**src/rtl/cpu_pkg.sv**
```systemverilog
// Shared pipeline types for the ARMv4 core: condition codes, flag indices
// and the decoder control word carried from D into E.
package cpu_pkg;

   typedef enum logic [3:0] {
      COND_EQ = 4'b0000,
      COND_NE = 4'b0001,
      COND_CS = 4'b0010,
      COND_CC = 4'b0011,
      COND_MI = 4'b0100,
      COND_PL = 4'b0101,
      COND_VS = 4'b0110,
      COND_VC = 4'b0111,
      COND_HI = 4'b1000,
      COND_LS = 4'b1001,
      COND_GE = 4'b1010,
      COND_LT = 4'b1011,
      COND_GT = 4'b1100,
      COND_LE = 4'b1101,
      COND_AL = 4'b1110,
      COND_NV = 4'b1111
   } cond_e;

   localparam int FLAG_N = 3;
   localparam int FLAG_Z = 2;
   localparam int FLAG_C = 1;
   localparam int FLAG_V = 0;

   // Storage width of the ALU operation field inside the control word.
   localparam int CTRL_ALU_W = 4;

   typedef struct packed {
      logic                  valid;
      logic                  pc_src;
      logic                  reg_write;
      logic                  mem_write;
      logic                  mem_to_reg;
      logic                  alu_src;
      logic                  branch;
      logic [1:0]            flag_w;
      logic [CTRL_ALU_W-1:0] alu_control;
   } ctrl_t;

   localparam ctrl_t CTRL_BUBBLE = '0;

endpackage

```
**src/rtl/cond_check.sv**
```systemverilog
// Combinational ARM condition-code evaluator: cond field + NZCV -> pass.
module cond_check
   import cpu_pkg::*;
#(
   parameter bit NV_EXEC = 1'b0
) (
   input  logic [3:0] cond,
   input  logic [3:0] flags,
   output logic       pass
);

   logic n, z, c, v;

   assign n = flags[FLAG_N];
   assign z = flags[FLAG_Z];
   assign c = flags[FLAG_C];
   assign v = flags[FLAG_V];

   always_comb begin
      pass = 1'b0;
      unique case (cond_e'(cond))
         COND_EQ: pass = z;
         COND_NE: pass = !z;
         COND_CS: pass = c;
         COND_CC: pass = !c;
         COND_MI: pass = n;
         COND_PL: pass = !n;
         COND_VS: pass = v;
         COND_VC: pass = !v;
         COND_HI: pass = c && !z;
         COND_LS: pass = !c || z;
         COND_GE: pass = (n == v);
         COND_LT: pass = (n != v);
         COND_GT: pass = !z && (n == v);
         COND_LE: pass = z || (n != v);
         COND_AL: pass = 1'b1;
         COND_NV: pass = NV_EXEC;
         default: pass = 1'b0;
      endcase
   end

endmodule

```
**src/rtl/cond_ex_stage.sv**
```systemverilog
// D->E pipeline register with stall/flush, NZCV flags register and
// condition-gated commit signals for the execute stage.
module cond_ex_stage
   import cpu_pkg::*;
#(
   parameter logic [3:0] FLAGS_RST = 4'b0000,
   parameter bit         NV_EXEC   = 1'b0,
   parameter int         ALUCTL_W  = 4
) (
   input  logic                clk,
   input  logic                rst_n,
   input  logic                ValidD,
   input  logic [3:0]          CondD,
   input  logic                PCSrcD,
   input  logic                RegWriteD,
   input  logic                MemWriteD,
   input  logic                MemToRegD,
   input  logic                ALUSrcD,
   input  logic                BranchD,
   input  logic [1:0]          FlagWD,
   input  logic [ALUCTL_W-1:0] ALUControlD,
   input  logic                StallE,
   input  logic                FlushE,
   input  logic [3:0]          ALUFlags,
   output logic                MemToRegE,
   output logic                ALUSrcE,
   output logic [ALUCTL_W-1:0] ALUControlE,
   output logic                CondExE,
   output logic                PCSrcE,
   output logic                RegWriteE,
   output logic                MemWriteE,
   output logic                BranchTakenE,
   output logic [3:0]          Flags
);

   ctrl_t      ctrl_d;
   ctrl_t      ctrl_e_reg;
   ctrl_t      ctrl_e_next;
   logic [3:0] cond_e_reg;
   logic [3:0] cond_e_next;
   logic [3:0] flags_reg;
   logic       cond_pass;
   logic       commit;

   always_comb begin
      ctrl_d             = CTRL_BUBBLE;
      ctrl_d.valid       = ValidD;
      ctrl_d.pc_src      = PCSrcD;
      ctrl_d.reg_write   = RegWriteD;
      ctrl_d.mem_write   = MemWriteD;
      ctrl_d.mem_to_reg  = MemToRegD;
      ctrl_d.alu_src     = ALUSrcD;
      ctrl_d.branch      = BranchD;
      ctrl_d.flag_w      = FlagWD;
      ctrl_d.alu_control = CTRL_ALU_W'(ALUControlD);
   end

   // Flush outranks stall so a held instruction can still be discarded.
   always_comb begin
      ctrl_e_next = ctrl_d;
      cond_e_next = CondD;
      if (FlushE) begin
         ctrl_e_next = CTRL_BUBBLE;
         cond_e_next = 4'b0000;
      end else if (StallE) begin
         ctrl_e_next = ctrl_e_reg;
         cond_e_next = cond_e_reg;
      end
   end

   always_ff @(posedge clk or negedge rst_n) begin
      if (!rst_n) begin
         ctrl_e_reg <= CTRL_BUBBLE;
         cond_e_reg <= 4'b0000;
      end else begin
         ctrl_e_reg <= ctrl_e_next;
         cond_e_reg <= cond_e_next;
      end
   end

   cond_check #(
      .NV_EXEC (NV_EXEC)
   ) u_cond_check (
      .cond  (cond_e_reg),
      .flags (flags_reg),
      .pass  (cond_pass)
   );

   assign CondExE = ctrl_e_reg.valid && cond_pass;
   assign commit  = CondExE && !StallE;

   always_ff @(posedge clk or negedge rst_n) begin
      if (!rst_n) begin
         flags_reg <= FLAGS_RST;
      end else if (commit) begin
         if (ctrl_e_reg.flag_w[1]) begin
            flags_reg[FLAG_N] <= ALUFlags[FLAG_N];
            flags_reg[FLAG_Z] <= ALUFlags[FLAG_Z];
         end
         if (ctrl_e_reg.flag_w[0]) begin
            flags_reg[FLAG_C] <= ALUFlags[FLAG_C];
            flags_reg[FLAG_V] <= ALUFlags[FLAG_V];
         end
      end
   end

   assign MemToRegE    = ctrl_e_reg.mem_to_reg;
   assign ALUSrcE      = ctrl_e_reg.alu_src;
   assign ALUControlE  = ALUCTL_W'(ctrl_e_reg.alu_control);
   assign PCSrcE       = ctrl_e_reg.pc_src && CondExE;
   assign RegWriteE    = ctrl_e_reg.reg_write && CondExE;
   assign MemWriteE    = ctrl_e_reg.mem_write && CondExE;
   assign BranchTakenE = ctrl_e_reg.branch && CondExE;
   assign Flags        = flags_reg;

endmodule

```
**config.mk**
```make
export PLATFORM = sky130hd
export DESIGN_NAME = cond_ex_stage
export DESIGN_NICKNAME = d
export VERILOG_FILES = /design/src/rtl/cpu_pkg.sv /design/src/rtl/cond_check.sv /design/src/rtl/cond_ex_stage.sv
export SDC_FILE = /design/constraint.sdc
export NUM_CORES = 1
export LEC_CHECK = 0
export ABC_AREA = 0
export BUFFER_PORTS_ARGS = -buffer_cell sky130_fd_sc_hd__buf_2
export CORE_MARGIN = 5
export CORE_UTILIZATION = 45
export DETAILED_ROUTE_END_ITERATION = 8
export PLACE_DENSITY = 0.83
export SLEW_MARGIN = 20
export SYNTH_ARGS = -nofsm -noshare
export SYNTH_HDL_FRONTEND = slang
export SYNTH_HIERARCHICAL = 1
export SYNTH_SLANG_ARGS = --single-unit
```
**constraint.sdc**
```tcl
create_clock -name clk -period 2.5 [get_ports clk]
set_input_delay 0.5 -clock clk [delete_from_list [all_inputs] [get_ports clk]]
set_output_delay 0.5 -clock clk [all_outputs]
set_load 0.005 [all_outputs]
```
[After elaboration in Yosys (flattened, before gate mapping)]
Index checks and enable logic that the tools add are counted.
Cells by class
  equal/unequal tests: 18
  multiplexer cells: 5
  reduce and logical (&&, ||, !) cells: 18
Operator list (number)
  4-bit == test, second input constant: 8
  13-bit two-way mux: 2
  4-bit by 3-bit == test with 1-bit output, second input constant: 4
  1-bit case mux with 16 select lines: 1
  4-bit by 2-bit == test with 1-bit output, second input constant: 2
  1-bit logical AND: 8
  4-bit two-way mux: 2
  1-bit zero test: 5
  4-bit by 1-bit == test with 1-bit output, second input constant: 1
  4-bit zero test: 1
  2-bit AND reduction: 2
  1-bit logical OR: 2
  2-bit by 1-bit != test with 1-bit output, second input constant: 1
  1-bit == test: 1
  1-bit != test: 1
Word-level totals
  flip-flop bits (word level): 21
  bits of input ports: 25
  output and inout bits: 15

[Depth between registers and ports, before layout]
Gate-level depths: netlist (run 1).
  depth in word-level cells: 6
  mapped depth: 8

[By module]
Netlist (run 1), hierarchy kept.
Modules (own cells, without submodules)
  cond_ex_stage: times used 1, cells an instance 74, area an instance 910.9 µm², sequential area each 525.5 µm²
  cond_check: times used 1, cells an instance 23, area an instance 155.1 µm², sequential area each 0.0 µm²

[Worst setup path after synthesis (run 1)]
Ideal clock, no wire load.
  path kind: register -> output
  from: register flags_reg[3] (netlist: Flags[3])
  to: output BranchTakenE
  arrival time: 1.650 ns
  required time: 2.000 ns
  slack: 0.350 ns
  stages on the path, launching flop included: 7
  buffers on the path: 0
  path through: dfrtp_1 xor2_1 xor2_1 a2111oi_1 a311oi_1 o22ai_1 and3_1
On the way
  word-level cells in the longest chain between the ends: 5
  elaborated cells between the ends (all ways): 8
  classes of those cells: 2 x eq/ne; 1 x mux; 5 x reduce/logical
Ends and longest elaborated chain
  start, declared: RTL line cond_ex_stage.sv:41  | logic [3:0] flags_reg;
  start signal, assigned by index: RTL line cond_ex_stage.sv:97  | flags_reg[FLAG_N] <= ALUFlags[FLAG_N];
  start signal, assigned by index: RTL line cond_ex_stage.sv:98  | flags_reg[FLAG_Z] <= ALUFlags[FLAG_Z];
  start signal, assigned by index: RTL line cond_ex_stage.sv:101  | flags_reg[FLAG_C] <= ALUFlags[FLAG_C];
  1-bit != test or 1-bit == test (tied branches)
  1-bit logical OR or 1-bit logical AND (tied branches): RTL line cond_check.sv:35, cond_check.sv:34
  1-bit case mux with 16 select lines *: RTL line cond_check.sv:21  | unique case (cond_e'(cond))
  via cond_pass: RTL line cond_ex_stage.sv:42  | logic cond_pass;
  1-bit logical AND *: RTL line cond_ex_stage.sv:89  | assign CondExE = ctrl_e_reg.valid && cond_pass;
  1-bit logical AND *: RTL line cond_ex_stage.sv:113  | assign BranchTakenE = ctrl_e_reg.branch && CondExE;
  end, declared: RTL line cond_ex_stage.sv:32  | output logic BranchTakenE,
The timed path passes the listed nets; every way through them passes the cells marked *.

[Final worst setup path (run 1)]
  from: register cond_e_reg[1]
  to: output CondExE
On the way
  word-level cells in the longest chain between the ends: 3
  elaborated cells between the ends (all ways): 18
  classes of those cells: 15 x eq/ne; 1 x mux; 2 x reduce/logical
Ends and longest elaborated chain
  start, declared: RTL line cond_ex_stage.sv:39  | logic [3:0] cond_e_reg;
  start signal, assigned: RTL line cond_ex_stage.sv:77  | cond_e_reg <= cond_e_next;
  4-bit == test, or another cell as far along: RTL line cond_check.sv:21
  1-bit case mux with 16 select lines *: RTL line cond_check.sv:21
  via cond_pass: RTL line cond_ex_stage.sv:42
  1-bit logical AND *: RTL line cond_ex_stage.sv:89
  end, declared: RTL line cond_ex_stage.sv:28  | output logic CondExE,
Marks and branches as above.

==> summary.md, run 1 <==
| Metric | Value |
|---|---|
| FMAX | 401.5 MHz |
| CP required | 2.00 ns |
| Crit end category | primary output |
| Skew-Pair Late Insertion Delay | 0.29 ns |
| GRT Total Usage | 13.93% |
| Post-layout util | 59.72% |
| Clk pwr share | 22.1% |
| Worst-path fanout max | 9 |
| Area of the multi-input gates | 494.2 um2 |
| CP Cell Sequence | mux2i_1 > xnor2_1 > a311oi_1 > o22ai_2 > and2_1 > buf_2 |
| Internal power | 0.0005146 W |
| Clk sinks | 21 |
| Cell Rows | 17 |
| Setup TNS | 0 ns |
| Die Height | 58.67 um |
| Power Total | 0.0007112 W |
| Share of post-route cells with drive strength above 1 | 40.15% |
| Synth Net Count | 122 |
| Met3 WL | 180 um |
| H-tree depth | 1 |
| Num CTS Buffers | 3 |
| Detailed-route via count | 837 |
| Final worst-path cycle share | 99.64% |
| Final ANT Viol Nets | 0 |
| Area grow syn2layout | 25.12% |
| Clock Skews | 0.002671 ns |
| CTS Buffer Depth | 2 |
| Nets | 163 |
| CTS root buffer | clkbuf_4 |
| Least-Margin Pin Slew | 0.5017 ns |
| Clock Pin Slew Worst Setup and Hold Paths | 0.11 ns |
| Antenna Cells | 0 |
| Post-route DRC | 0 |
| Mapped Area | 0.001066 mm2 |
| Run status | finished clean |
| Routability cong. | 0.8009 |
| Top-area cell type share of the netlist area | 49.30% |
| Seq cells post-synth | 21 |
| Mapped Cells | 97 |
| Max VDD drop | 0.0004079 V |
| Synth warn | 6 |
| Max Slew Vio Count | 0 |
| Core Area | 0.002233 mm2 |
| Avg Cell Area, Syn | 10.99 um2 |
| Worst hold margin | 0.1367 ns |
| Vias/cell | 5.073 |
| Largest net degree at the start of global routing | 22 |
| Placed cell areas | 0.001227 mm2 |
| Filler instances | 197 |
| I/O Pins | 40 |
| Hpwl dp | 1.667 mm |
| Initial antenna violation count | 0 |
| Critical path's slowest cell | dfrtp_1 |
| Port buffer count | 39 |
| P_sw | 0.0001966 W |
| Crit Path Class | reg -> out |
| Starting Density | 47.73% |
| Commonest cells after routing, fill and taps aside | buf_2 (39), dfrtp_1 (20), mux2i_1 (18), nor2_1 (18), buf_4 (7) |
| Min Clock Period, post-route | 2.491 ns |
| First-pass iteration count of the detailed router | 4 |
| Critical path arrival | 1.99 ns |
| Register area share after synthesis | 49.30% |
| Max-cap violations | 0 |
| Sw Ratio | 27.65% |
| Worst min-delay path category | in -> async |
| Vias in the first global route | 873 |
| Initial drt markers | 10 |
| Sequential fraction of design power | 54.8% |
| Max reg flops | 7 |
| Highest Signal Layer | met4 |
| Critical path's largest stage delay | 0.55 ns |
| RSZ-0062 raised after global routing | yes |
| Length of routed met2 wiring | 1.154 mm |
| Synth area leaders | dfrtp_1 (49%), mux2i_1 (17%), nor2_1 (6.7%) |
| Commonest non-fill, non-tap cell in the layout | buf_2 |
| GRT Residual Overflow | 0 |
| DIE AREA | 0.003442 mm2 |
| Global-route wire length before repair | 3.670 mm |
| R2r setup slk | 0.09 ns |
| Synth unique cells | 26 |
| Logic pwr share | 23.1% |
| Power density of the placed cells | 533.2 mW/mm2 |
| CTS tree | yes |
| WL per Instance | 13.73 um |
| Endpoints failing hold | 0 |
| CP Launch Type | register |
| Design Area, Final | 0.001334 mm2 |
| Leakage power | 0.7418 nW |
| Leading area contributor after synthesis | dfrtp_1 |
| Final setup violating endpoints | 0 |
| Slew headroom | 66.55% |
| Die Wd | 58.67 um |
| Total Wirelength | 2.265 mm |
| WL met1 | 920 um |
| FF/Latch Area | 526.8 um2 |
==> synth_stat cells (all sizes together) <==
library cell and instances:
dfrtp 21, nor2 19, mux2i 18, buf 9, and3 4, mux2 4
a21oi 3, xor2 3, nand4b 2, a2111oi 1, a211oi 1, a311oi 1
and2 1, clkbuf 1, inv 1, nand2b 1, nor2b 1, nor3 1
nor4b 1, o21ai 1, o22a 1, o22ai 1, xnor2 1
==> per-stage QoR <==
stage	cells	setup WS [ns]
floorplan	97	0.3498
global placement	154	0.1679
detailed placement	154	0.08284
CTS	164	-0.01138
global route	165	-0.1001
finish	165	0.009112
==> power by group through the flow <==
stage	logic (W)	clock network [W]	registers, W
2_1_floorplan	0.0000873	0	0.000389
4_1_cts	0.000156	0.000162	0.000388
6_report	0.000164	0.000157	0.000390
3_3_place_gp	0.000122	0	0.000394
5_1_grt	0.000180	0.000175	0.000393
3_5_place_dp	0.000127	0	0.000396
==> cells by family (layout without fill, tap and decap cells) <==
logic type	Yosys count	in the layout	synth area share (%)
compound gates	9	9	5.751
xor+xnor	4	4	3.287
buf+inv	11	51	6.806
flops	21	21	49.30
mux	22	22	21.13
simple gates	30	30	13.73
==> critical path, delay by kind of cell, from the launching register on <==
family	cells	cell delay, ns
XOR/XNOR	1	0.09
AND/OR/NAND/NOR	1	0.18
multiplexers	1	0.27
AO/OA/AOI/OAI	2	0.49
flip-flops	1	0.55
buffers and inverters	1	0.12
==> area by class of cell <==
| cell class | count | share of cell area, % |
|---|---|---|
| Clock buffer | 4 | 1.970 |
| Inverter | 1 | 0.2814 |
| Tap cell | 28 | 2.627 |
| Multi-Input combinational cell | 65 | 37.05 |
| Sequential cell | 21 | 39.49 |
| Timing Repair Buffer | 46 | 18.57 |
==> final timing paths <==
kind                                start        endpoint  depth (start not counted)
setup / recovery            cond_e_reg[1]         CondExE                          6
setup reg to reg            cond_e_reg[1]        Flags[3]                          9
hold reg to reg            ALUControlE[2]  ALUControlE[2]                          2
max in group asynchronous           rst_n   cond_e_reg[0]                          1
min in group clk              ALUFlags[1]        Flags[1]                          2
hold / removal                      rst_n   ctrl_e_reg[6]                          1
==> per-layer routing <==
metal  up-vias  GRT usage, %
met5         -             0
met4         0         4.531
met3         2         5.044
met2        28         25.52
met1       392         14.72
li1        415             -
==> what timing repair did <==
action	in CTS	in global routing
endpoints found under the setup margin	5	5
resized for setup	3	3
hold endpoints to repair	0	0
pin swaps	2	3
setup buffers	6	1
hold buffers	0	0
(Power assumes the default switching activity.)
==> inputs of run 2 (changes only) <==
--- a/config.mk
+++ b/config.mk
@@ -7,10 +7,12 @@
 export LEC_CHECK = 0
 export ABC_AREA = 0
 export BUFFER_PORTS_ARGS = -buffer_cell sky130_fd_sc_hd__buf_2
+export CELL_PAD_IN_SITES_DETAIL_PLACEMENT = 1
+export CELL_PAD_IN_SITES_GLOBAL_PLACEMENT = 1
 export CORE_MARGIN = 5
-export CORE_UTILIZATION = 45
+export CORE_UTILIZATION = 36
 export DETAILED_ROUTE_END_ITERATION = 8
-export PLACE_DENSITY = 0.83
+export PLACE_DENSITY = 0.87
 export SLEW_MARGIN = 20
 export SYNTH_ARGS = -nofsm -noshare
 export SYNTH_HDL_FRONTEND = slang
==> summary.md, run 2 (same netlist as run 1, synthesis figures left out) <==
| Metric | Value |
|---|---|
| FMAX | 372.6 MHz (was 401.5 MHz) |
| GRT Total Usage | 13.57% (was 13.93%) |
| Commonest non-fill, non-tap cell in the layout | buf_2 (unchanged) |
| DIE AREA | 0.004149 mm2 (was 0.003442 mm2) |
| Share of post-route cells with drive strength above 1 | 40.88% (was 40.15%) |
| Clock Pin Slew Worst Setup and Hold Paths | 0.12 ns (was 0.11 ns) |
| Max reg flops | 7 (unchanged) |
| Critical path arrival | 2.18 ns (was 1.99 ns) |
| Largest net degree at the start of global routing | 22 (unchanged) |
| Initial antenna violation count | 0 (unchanged) |
| Power density of the placed cells | 536.6 mW/mm2 (was 533.2 mW/mm2) |
| Num CTS Buffers | 3 (unchanged) |
| Max VDD drop | 0.0004073 V (was 0.0004079 V) |
| CTS tree | yes (unchanged) |
| WL per Instance | 16.00 um (was 13.73 um) |
| Violated checks | negative setup slack |
| RSZ-0062 raised after global routing | yes (unchanged) |
| R2r startpoint | Flags[0] (was cond_e_reg[1]) |
| Starting Density | 38.00% (was 47.73%) |
| Commonest cells after routing, fill and taps aside | buf_2 (38), dfrtp_1 (20), nor2_1 (19) (was buf_2 (39), dfrtp_1 (20), mux2i_1 (18), nor2_1 (18), buf_4 (7)) |
| Post-route DRC | 0 (unchanged) |
| Routability cong. | 0.7006 (was 0.8009) |
| Die Height | 64.42 um (was 58.67 um) |
| Post-layout util | 48.13% (was 59.72%) |
| Crit Path Class | reg -> out (unchanged) |
| Hold-fix buffers, CTS | 0 (unchanged) |
| Final WS setup | -0.1835 ns (was 0.009112 ns) |
| Hpwl dp | 2.074 mm (was 1.667 mm) |
| Worst-path fanout max | 7 (was 9) |
| Min Clock Period, post-route | 2.683 ns (was 2.491 ns) |
| Global-route wire length before repair | 4.436 mm (was 3.670 mm) |
| Vias in the first global route | 966 (was 873) |
| Detailed-route via count | 856 (was 837) |
| H-tree depth | 1 (unchanged) |
| GRT Residual Overflow | 0 (unchanged) |
| Cell Rows | 19 (was 17) |
| Place WS | 0.02418 ns (was 0.08284 ns) |
| Total Wirelength | 2.688 mm (was 2.265 mm) |
| Max Slew Vio Count | 0 (unchanged) |
| Slew headroom | 65.16% (was 66.55%) |
| Least-Margin Pin Slew | 0.5226 ns (was 0.5017 ns) |
| Nets | 163 (unchanged) |
| Die Wd | 64.42 um (was 58.67 um) |
| Final worst-path cycle share | 107.3% (was 99.64%) |
| Initial drt markers | 18 (was 10) |
| Leakage power | 0.7397 nW (was 0.7418 nW) |
| Antenna Cells | 0 (unchanged) |
| Final setup violating endpoints | 5 (was 0) |
| First-pass iteration count of the detailed router | 4 (unchanged) |
| Clk sinks | 21 (unchanged) |
| Clock Skews | 0.009310 ns (was 0.002671 ns) |
| Setup TNS | -0.8024 ns (was 0 ns) |
| Final ANT Viol Nets | 0 (unchanged) |
| Core Area | 0.002805 mm2 (was 0.002233 mm2) |
| Area grow syn2layout | 26.64% (was 25.12%) |
| I/O Pins | 40 (unchanged) |
| Power Total | 0.0007244 W (was 0.0007112 W) |
| CP Launch Type | register (unchanged) |
| Crit path launch | Flags[0] (was cond_e_reg[1]) |
| Endpoints failing hold | 0 (unchanged) |
| CTS root buffer | clkbuf_4 (unchanged) |
| Worst min-delay path category | in -> async (unchanged) |
| Run status | complete, but fails checks (was finished clean) |
| Vias/cell | 5.095 (was 5.073) |
| Crit end category | primary output (unchanged) |
| CTS Buffer Depth | 2 (unchanged) |
| Port buffer count | 39 (unchanged) |
| Skew-Pair Late Insertion Delay | 0.31 ns (was 0.29 ns) |
| Max-cap violations | 0 (unchanged) |
| CP required | 2.00 ns (about the same) |
-- run 2: metal layers --
metal / vias up / share of wire [%] / GRT usage [%]
li1: 412 / - / -
met1: 414 / 38 / 14.35
met2: 27 / 54 / 25.77
met3: 3 / 6.8 / 5.181
met4: 0 / 0.41 / 2.375
met5: - / 0 / 0
-- run 2: repair_timing --
item | in CTS | in global routing
setup buffers | 6 | 0
pin swaps | 5 | 0
gates resized for setup | 6 | 1
endpoints found under the setup margin | 5 | 5
-- run 2: worst paths after layout --
path	end	slack, ns	cells past startpoint
max in group asynchronous	cond_e_reg[0]	2.04	1
setup reg to reg	Flags[3]	0.29	8
min in group clk	Flags[1]	0.39	2
hold / removal	ALUSrcE	0.11	1
hold reg to reg	ctrl_e_reg[11]	0.54	2
setup / recovery	PCSrcE	-0.18	8
-- run 2: critical path: stages, from the launching register on --
cell and delay (ns):
dfrtp_1 0.43, xor2_2 0.19, xor2_1 0.18, a2111oi_2 0.34, a311oi_2 0.10, o22ai_1 0.18
buf_4 0.17, and3_1 0.15, buf_2 0.12
-- run 2: power breakdown --
group	internal [W]	switching (W)
clock	0.0000612	0.000108
sequential	0.000364	0.0000270
combinational	0.0000851	0.0000798
-- run 2: final cells by class --
type / count / area (um2)
fillers: 330 / 1455
flip-flops and latches: 21 / 526.8
multi-input cells: 65 / 496.7
repair buffers: 46 / 254.0
well taps: 31 / 38.79
clock buffers: 3 / 22.52
clock inverters: 1 / 7.507
inverters: 1 / 3.754
-- run 2: stage by stage --
step / instance area [um2] / hold WS, ns / cells
after global placement: 1239 / 0.4718 / 158
after floorplan: 1066 / 0.2044 / 97
final: 1350 / 0.1105 / 168
after detailed placement: 1239 / 0.4759 / 158
after CTS: 1344 / 0.1190 / 168
after global routing: 1350 / 0.1296 / 168
==> inputs of run 3 (changes only) <==
--- a/config.mk
+++ b/config.mk
@@ -10,9 +10,10 @@
 export CELL_PAD_IN_SITES_DETAIL_PLACEMENT = 1
 export CELL_PAD_IN_SITES_GLOBAL_PLACEMENT = 1
 export CORE_MARGIN = 5
-export CORE_UTILIZATION = 36
+export CORE_UTILIZATION = 38
+export CTS_BUF_LIST = sky130_fd_sc_hd__clkbuf_4
 export DETAILED_ROUTE_END_ITERATION = 8
-export PLACE_DENSITY = 0.87
+export PLACE_DENSITY = 0.9
 export SLEW_MARGIN = 20
 export SYNTH_ARGS = -nofsm -noshare
 export SYNTH_HDL_FRONTEND = slang
==> summary.md, run 3 (same netlist as run 1, synthesis figures left out) <==
| Metric | Value |
|---|---|
| Largest net degree at the start of global routing | 22 (unchanged) |
| Detailed-route via count | 875 (was 856) |
| Post-route DRC | 0 (unchanged) |
| Worst-path fanout max | 7 (unchanged) |
| Critical path's largest stage delay | 0.43 ns (about the same) |
| Initial drt markers | 4 (was 18) |
| H-tree depth | 1 (unchanged) |
| Violated checks | negative setup slack (unchanged) |
| Clk sinks | 21 (unchanged) |
| Die Wd | 62.97 um (was 64.42 um) |
| Critical path arrival | 2.08 ns (was 2.18 ns) |
| Power density of the placed cells | 539.7 mW/mm2 (was 536.6 mW/mm2) |
| GRT Residual Overflow | 0 (unchanged) |
| Clk pwr share | 23.3% (about the same) |
| Routability cong. | 0.6953 (was 0.7006) |
| Place WS | -0.009824 ns (was 0.02418 ns) |
| Core Area | 0.002734 mm2 (was 0.002805 mm2) |
| Final setup violating endpoints | 5 (unchanged) |
| P_sw | 0.0002068 W (was 0.0002145 W) |
| Max reg flops | 7 (unchanged) |
| Clock Pin Slew Worst Setup and Hold Paths | 0.12 ns (about the same) |
| Worst min-delay path category | in -> async (unchanged) |
| Max Slew Vio Count | 0 (unchanged) |
| First-pass iteration count of the detailed router | 4 (unchanged) |
| Initial antenna violation count | 0 (unchanged) |
| Cell Rows | 19 (unchanged) |
| CP required | 2.00 ns (about the same) |
| Logic pwr share | 22.0% (was 22.8%) |
| Hold-fix buffers, CTS | 0 (unchanged) |
| WL per Instance | 16.38 um (was 16.00 um) |
| Vias/cell | 5.240 (was 5.095) |
| Max VDD drop | 0.0004172 V (was 0.0004073 V) |
| Min Clock Period, post-route | 2.577 ns (was 2.683 ns) |
| Clock Skews | 0.008804 ns (was 0.009310 ns) |
| Filler instances | 327 (was 330) |
| I/O Pins | 40 (unchanged) |
| Starting Density | 38.99% (was 38.00%) |
| Final WS setup | -0.07722 ns (was -0.1835 ns) |
| CP Launch Type | register (unchanged) |
| Sequential fraction of design power | 54.7% (was 53.9%) |
| Nets | 162 (was 163) |
| Final worst-path cycle share | 103.1% (was 107.3%) |
| Total Wirelength | 2.736 mm (was 2.688 mm) |
| Leakage power | 0.7355 nW (was 0.7397 nW) |
| Die Height | 62.97 um (was 64.42 um) |
| RSZ-0062 raised after global routing | yes (unchanged) |
| Antenna Cells | 0 (unchanged) |
| Post-layout util | 48.28% (was 48.13%) |
| Num CTS Buffers | 3 (unchanged) |
| CTS Buffer Depth | 2 (unchanged) |
| Port buffer count | 39 (unchanged) |
| Least-Margin Pin Slew | 0.4830 ns (was 0.5226 ns) |
| Max-cap violations | 0 (unchanged) |
| CTS tree | yes (unchanged) |
| Run status | complete, but fails checks (unchanged) |
| Crit end category | primary output (unchanged) |
| Crit Path Class | reg -> out (unchanged) |
| Commonest non-fill, non-tap cell in the layout | buf_2 (unchanged) |
| Skew-Pair Late Insertion Delay | 0.31 ns (about the same) |
| Area grow syn2layout | 23.83% (was 26.64%) |
| CP Cell Sequence | xor2_2 > xor2_1 > a2111oi_1 > a311oi_1 > o22ai_2 > and3_1 > buf_2 (was xor2_2 > xor2_1 > a2111oi_2 > a311oi_2 > o22ai_1 > buf_4 > and3_1 > buf_2) |
| GRT Total Usage | 14.53% (was 13.57%) |
| Vias in the first global route | 953 (was 966) |
| Global-route wire length before repair | 4.609 mm (was 4.436 mm) |
| FMAX | 388.0 MHz (was 372.6 MHz) |
| Final ANT Viol Nets | 0 (unchanged) |
| Sw Ratio | 29.03% (was 29.61%) |
| DIE AREA | 0.003965 mm2 (was 0.004149 mm2) |
| Critical path's slowest cell | dfrtp_1 (unchanged) |
| Endpoints failing hold | 0 (unchanged) |
| Slew headroom | 67.80% (was 65.16%) |
| Share of post-route cells with drive strength above 1 | 38.97% (was 40.88%) |
| Commonest cells after routing, fill and taps aside | buf_2 (39), dfrtp_1 (19), nor2_1 (19) (was buf_2 (38), dfrtp_1 (20), nor2_1 (19)) |
| CTS root buffer | clkbuf_4 (unchanged) |
| Internal power | 0.0005056 W (was 0.0005099 W) |
| R2r setup slk | 0.26 ns (was 0.29 ns) |
| Hpwl dp | 2.080 mm (was 2.074 mm) |
==> run 3: layer usage <==
layer / wire (um) / global-route usage (%) / vias up
li1: - / - / 409
met1: 1124 / 16.46 / 444
met2: 1474 / 25.90 / 16
met3: 74 / 2.158 / 6
met4: 63 / 7.427 / 0
met5: 0 / 0 / -
==> run 3: final timing paths <==
| kind | start | to | cells after the start |
|---|---|---|---|
| hold / removal | rst_n | ctrl_e_reg[12] | 1 |
| setup reg to reg | Flags[0] | Flags[1] | 8 |
| min in group clk | ALUFlags[2] | Flags[2] | 2 |
| max in group asynchronous | rst_n | cond_e_reg[0] | 1 |
| hold reg to reg | ALUControlE[1] | ALUControlE[1] | 2 |
| setup / recovery | Flags[0] | BranchTakenE | 7 |
==> run 3: final cells by class <==
class	instances	area [um2]	area share [%]
Clock buffer	3	22.52	1.706
Inverter	1	3.754	0.2844
Multi-Input combinational cell	65	481.7	36.49
Clock inverter	1	5.005	0.3791
Tap cell	31	38.79	2.938
Timing Repair Buffer	45	240.2	18.20
Sequential cell	21	528.0	40.00
==> run 3: power by group through the flow <==
stage                      logic, W  registers (W)  clock network (W)
final                      0.000157       0.000390           0.000166
after CTS                  0.000158       0.000390           0.000170
after floorplan           0.0000873       0.000389                  0
after detailed placement   0.000133       0.000398                  0
after global routing       0.000173       0.000395           0.000185
after global placement     0.000127       0.000394                  0
==> run 3: worst max-delay path: cells and delay by family (launching register included) <==
| family | cells | cell delay, ns |
|---|---|---|
| AO/OA/AOI/OAI | 3 | 0.69 |
| AND/OR/NAND/NOR | 1 | 0.19 |
| XOR/XNOR | 2 | 0.35 |
| flip-flops | 1 | 0.43 |
| buffers and inverters | 1 | 0.11 |
==> run 3: stage by stage <==
step	hold WS [ns]	TNS, ns	total power, W	instance area, um2	instances
2_1_floorplan	0.2044	0	0.0004761	1066	97
3_3_place_gp	0.4753	0	0.0005210	1239	158
3_5_place_dp	0.4881	-0.02621	0.0005315	1239	158
4_1_cts	0.1405	-0.5311	0.0007184	1319	167
5_1_grt	0.1618	-0.7686	0.0007532	1320	167
6_report	0.1278	-0.3440	0.0007124	1320	167
==> run 3: repair_timing <==
action	4_1_cts	5_1_grt
pin swaps	5	4
resized for setup	3	1
gates cloned	0	0
setup endpoints to repair	5	5
setup buffers	5	0
